### src/rtl/imem_loader.sv
// rtl/imem_loader.sv - byte-stream program loader for the instruction memory write port
// Frames: count byte N, 4N data bytes (big-endian words), XOR checksum byte.
module imem_loader #(
  parameter int DEPTH  = 32,
  parameter int ADDR_W = 5
) (
  input  logic              i_clock,
  input  logic              i_rst,
  input  logic              i_start,
  input  logic              i_in_valid,
  input  logic [7:0]        i_in_data,
  output logic              o_in_ready,
  output logic              o_mem_we,
  output logic [ADDR_W-1:0] o_mem_addr,
  output logic [31:0]       o_mem_wdata,
  output logic              o_cpu_hold,
  output logic              o_load_done,
  output logic              o_load_error,
  output logic [ADDR_W:0]   o_words_loaded
);

  typedef enum logic [2:0] {
    S_IDLE, S_COUNT, S_DATA, S_CHECK, S_DONE, S_ERR
  } state_t;

  localparam logic [ADDR_W:0] ONE_W = 1;

  state_t            r_state, w_next;
  logic              r_in_ready;
  logic              r_mem_we;
  logic [ADDR_W-1:0] r_mem_addr;
  logic [31:0]       r_mem_wdata;
  logic              r_cpu_hold;
  logic              r_load_done;
  logic              r_load_error;
  logic [ADDR_W:0]   r_word_idx;
  logic [ADDR_W:0]   r_count;
  logic [1:0]        r_byte_idx;
  logic [23:0]       r_word_sh;
  logic [7:0]        r_csum;

  logic w_xfer, w_start_ok, w_last_byte, w_last_word, w_count_bad;

  assign w_xfer      = i_in_valid & r_in_ready;
  assign w_start_ok  = i_start & ((r_state == S_IDLE) || (r_state == S_DONE) || (r_state == S_ERR));
  assign w_last_byte = (r_byte_idx == 2'd3);
  assign w_last_word = (r_word_idx == (r_count - ONE_W));
  assign w_count_bad = (i_in_data == 8'd0) || (i_in_data > 8'(DEPTH));

  always_ff @(posedge i_clock or negedge i_rst) begin
    if (!i_rst) r_state <= S_IDLE;
    else        r_state <= w_next;
  end

  always_comb begin
    w_next = r_state;
    case (r_state)
      S_IDLE:  if (w_start_ok) w_next = S_COUNT;
      S_COUNT: if (w_xfer) w_next = w_count_bad ? S_ERR : S_DATA;
      S_DATA:  if (w_xfer && w_last_byte && w_last_word) w_next = S_CHECK;
      S_CHECK: if (w_xfer) w_next = (i_in_data == r_csum) ? S_DONE : S_ERR;
      S_DONE:  if (w_start_ok) w_next = S_COUNT;
      S_ERR:   if (w_start_ok) w_next = S_COUNT;
      default: w_next = S_IDLE;
    endcase
  end

  always_ff @(posedge i_clock or negedge i_rst) begin
    if (!i_rst) begin
      r_in_ready   <= 1'b0;
      r_mem_we     <= 1'b0;
      r_mem_addr   <= '0;
      r_mem_wdata  <= '0;
      r_cpu_hold   <= 1'b1;
      r_load_done  <= 1'b0;
      r_load_error <= 1'b0;
      r_word_idx   <= '0;
      r_count      <= '0;
      r_byte_idx   <= '0;
      r_word_sh    <= '0;
      r_csum       <= '0;
    end else begin
      r_in_ready  <= (w_next == S_COUNT) || (w_next == S_DATA) || (w_next == S_CHECK);
      r_mem_we    <= 1'b0;
      r_load_done <= 1'b0;
      if (w_start_ok) begin
        r_cpu_hold   <= 1'b1;
        r_load_error <= 1'b0;
        r_word_idx   <= '0;
        r_csum       <= '0;
        r_byte_idx   <= '0;
        r_mem_addr   <= '0;
      end
      if (r_state == S_COUNT && w_xfer && !w_count_bad)
        r_count <= i_in_data[ADDR_W:0];
      if (r_state == S_DATA && w_xfer) begin
        r_csum     <= r_csum ^ i_in_data;
        r_byte_idx <= r_byte_idx + 2'd1;
        r_word_sh  <= {r_word_sh[15:0], i_in_data};
        // Fourth byte completes the word: write it out on this same edge.
        if (w_last_byte) begin
          r_mem_we    <= 1'b1;
          r_mem_wdata <= {r_word_sh, i_in_data};
          r_mem_addr  <= r_word_idx[ADDR_W-1:0];
          r_word_idx  <= r_word_idx + ONE_W;
        end
      end
      if (r_state == S_CHECK && w_next == S_DONE) begin
        r_cpu_hold  <= 1'b0;
        r_load_done <= 1'b1;
      end
      if (r_state != S_ERR && w_next == S_ERR)
        r_load_error <= 1'b1;
    end
  end

  assign o_in_ready     = r_in_ready;
  assign o_mem_we       = r_mem_we;
  assign o_mem_addr     = r_mem_addr;
  assign o_mem_wdata    = r_mem_wdata;
  assign o_cpu_hold     = r_cpu_hold;
  assign o_load_done    = r_load_done;
  assign o_load_error   = r_load_error;
  assign o_words_loaded = r_word_idx;

endmodule
### config.mk
export PLATFORM = sky130hd
export DESIGN_NAME = imem_loader
export DESIGN_NICKNAME = d
export VERILOG_FILES = /design/src/rtl/imem_loader.sv
export SDC_FILE = /design/constraint.sdc
export NUM_CORES = 1
export LEC_CHECK = 0
export CORE_ASPECT_RATIO = 1.1
export CORE_UTILIZATION = 35
export DETAILED_ROUTE_END_ITERATION = 10
export PLACE_DENSITY = 0.61
export SYNTH_ARGS = -nofsm -noshare
export SYNTH_HDL_FRONTEND = slang
export SYNTH_SLANG_ARGS = --single-unit
### constraint.sdc
create_clock -name i_clock -period 2.1 [get_ports i_clock]
set_input_delay 0.21 -clock i_clock [delete_from_list [all_inputs] [get_ports i_clock]]
set_output_delay 0.21 -clock i_clock [all_outputs]
set_load 0.005 [all_outputs]
==> results by group <==
STA
  – Setup ws final: 0.1096 ns
  – RSZ-0062 raised after global routing: false
  – Ratio of final minimum period to clock period: 0.9478
  – Pins over their slew limit: 0
  – Tmin final: 1.990 ns
  – Max frequency: ~0.5 GHz
  – Clk_skew: 0.004972 ns
  – Sum Neg Setup Slack: 0 ns
  – Rel. slew slack: 0.6283
  – Final hold vios: 0
  – Worst-margin pin slew: 0.5575 ns
  – Final setup vio count: 0

Floorplanning
  – Die H: 112.2 um
  – I/O Pins: 60
  – Core footprint: around 11000 sq um
  – Rows: 39
  – Starting Density: 0.3666
  – DIE WIDTH: 102.2 um
  – Die area: between 10000 and 15000 sq um

Setup path
  – CP max stage cell: or4_1
  – Crit path DAT: 2.22 ns
  – R2R Setup Slk: 0.19 ns
  – Crit path launch type: input port
  – Crit path cell chain: clkdlybuf4s50_1 > or4_1 > or3_4 > and4b_2 > a31o_4 > o21bai_1
  – Worst r2r src: r_count[0]
  – R2R Path End: o_load_error
  – CP Class: in2reg
  – CP Max Fanout: 10
  – Data required time of the worst path: 2.33 ns
  – Biggest cell delay along the critical path: 0.51 ns
  – R2R cell count: 5
  – CP Capture Type: register

Run status
  – Status: finished, final reports clean

Global route
  – First-pass GRT wire length: 14.88 mm
  – Remaining Overflow, GRT: 0
  – Gr usage total: 0.1686
  – Largest net degree at the start of global routing: 50
  – Vias in the first global route: 3025
  – Initial antenna violation count: 0

Logic synthesis
  – Post-synth ARST share: 1.000
  – Post-synth EDFFs: 0
  – Syn Std Cell Area: 3864 sq um
  – Synth cell types: 39
  – Post-synthesis sequential area ratio: 0.5897
  – Largest cells by area after synthesis: dfrtp_1, nand2_1, o21ai_0, xor2_1, nor2_1
  – Warning count from the yosys run: 0
  – Register bit total from synthesis: 91
  – Share of the synthesized area in the top cell type: 0.5829
  – Mean Syn Cell Area: a little over 9 sq um
  – Area leader, netlist: dfrtp_1
  – Most used flip-flop cell after synthesis: dfrtp_1
  – Synthesized instance count: ~430
  – Syn nets: 442

Clock network
  – CTS tree: done
  – Clock Path Buffers: 2
  – CTS buffer count: 9
  – CTS root buf: clkbuf_16
  – Clk_lat worst skew: between 0.3 and 0.4 ns
  – # clock sinks: 91
  – CTS clk-pin slew, worst paths: 0.07 ns
  – H-tree Lvls: 3

Finish
  – Cell area after layout: between 4000 and 5000 sq um
  – Synth-to-Final Area Change: 29.34%
  – Nets: 511
  – Ant diodes: 0
  – Share of layout cells above drive strength 1: 0.08383

Power
  – Pleak: 2.513 nW
  – Pwr Total: 4.308 mW
  – Pwr per Cell Area: around 860 nW/um^2
  – VDD IR max: roughly 0.35 mV

Placed design
  – Post-DP HPWL: 6.146 mm
  – IO buf count: 59
  – Placer congestion estimate: slightly above 0.9
  – Placed Instance Area: approximately 4700 sq um
  – Pre-CTS WS: -0.2855 ns

Route
  – DRC violations left: 0
  – Avg Vias per Cell: 4.725
  – Antenna Nets Post-Route: 0
  – Vias: between 3000 and 4000
  – DR iter-0 viols: 163
  – Average wire per standard cell: 13.85 um
  – First-pass DRT Iterations: 4
  – DRT Wirelength: 8.920 mm

Flow run
  – Max cap viols: 0

Worst hold path
  – Worst hold path class: in2async
## worst max-delay path by stage
stage / slack, ns / cells after the start / to / start
finish: 0.11 / 6 / o_in_ready / i_in_data[2]
global route: 0.05 / 5 / r_count[5] / i_in_data[2]
CTS: 0.08 / 6 / o_in_ready / i_in_data[2]
detailed placement: -0.29 / 6 / o_in_ready / i_in_data[2]
global placement: -0.27 / 6 / o_in_ready / i_in_data[2]
floorplan: 0.25 / 6 / o_in_ready / i_in_data[4]
## where the power goes
group	internal [mW]	switching (mW)	leakage, nW	total [mW]
clock	0.817	0.713	0.131	1.53
sequential	1.91	0.168	1.25	2.07
combinational	0.314	0.389	1.13	0.703
total	3.04	1.27	2.51	4.31
## per-stage QoR
stage	util	instances	hold WS [ns]
5_1_grt	0.4741	644	0.4657
4_1_cts	0.4740	644	0.4117
6_report	0.4741	644	0.3928
3_5_place_dp	0.4467	627	0.2461
2_1_floorplan	-	427	-0.08559
3_3_place_gp	0.4467	627	0.2362
## Yosys cell counts, types with 2 or more instances
library cell,instances
a21oi_1,3
a31oi_1,2
and3_1,2
buf_2,4
clkbuf_1,12
dfrtp_1,90
ha_1,3
inv_1,8
mux2_2,3
mux2i_1,2
nand2_1,195
nand2b_1,2
nand3_1,9
nand4_1,3
nor2_1,15
nor3_1,5
o21ai_0,32
or2_2,2
xor2_1,15
## sequential cells by signal, summed over array words and instances (netlist names)
name / count
o_mem_wdata: 32
r_word_sh: 24
r_csum: 8
o_words_loaded: 6
r_count: 6
o_mem_addr: 5
r_state: 3
r_byte_idx: 2
o_cpu_hold: 1
o_in_ready: 1
o_load_done: 1
o_load_error: 1
o_mem_we: 1
## final cells by class
cell class	instances	area, sq um
clock buffers	10	229.0
fillers	1035	5543
clock inverters	6	48.80
inverters	8	30.03
well taps	143	178.9
flip-flops and latches	91	2278
repair buffers	76	755.7
multi-input cells	310	1476
## placed cells by master, fill, tap and decap left out, types with 2 or more instances in the layout
cell type,Yosys,final
a31oi_1,2,2
ha_1,3,3
mux2i_1,2,2
nor2_1,15,15
a21oi_1,3,3
dfrtp_1,90,90
o21ai_0,32,32
nand4_1,3,3
nand2_1,195,195
buf_4,0,14
clkbuf_16,0,9
clkinvlp_4,0,2
nor3_1,5,5
buf_12,0,3
nand2b_1,2,2
xor2_1,15,15
inv_1,8,8
mux2_2,3,3
or2_2,2,2
and3_1,2,2
inv_6,0,2
clkdlybuf4s50_1,0,58
nand3_1,9,9
## what timing repair did
item	CTS	global route
resized for setup	0	1
setup endpoints to repair	0	3
hold endpoints to repair	41	0
hold buffers	1	0
setup buffers	0	0
## cells by family (layout without fill, tap and decap cells)
| logic type | after synthesis | count (layout) | share of synthesized area |
|---|---|---|---|
| flip-flops | 91 | 91 | 0.5897 |
| adder cells (fa/ha/maj) | 3 | 3 | 0.009716 |
| multiplexers | 5 | 5 | 0.01392 |
| buffers and inverters | 26 | 100 | 0.02850 |
| AND/OR/NAND/NOR | 242 | 242 | 0.2558 |
| XOR/XNOR | 15 | 15 | 0.03400 |
| AO/OA/AOI/OAI | 45 | 45 | 0.06833 |
## worst max-delay path, delay by kind of cell
family,cells,cell delay [ns]
AOI/OAI and AO/OA,2,0.38
buffers and inverters,1,0.46
and+or+nand+nor,3,1.17
## layer usage
metal,global-route usage,vias up,part of all wire
met3,0.02366,11,0.035
met1,0.2322,1451,0.46
met5,0,-,0
met4,0.08000,0,0.020
li1,-,1507,-
met2,0.2613,74,0.48
No activity file was read; power rests on OpenSTA's default activity.
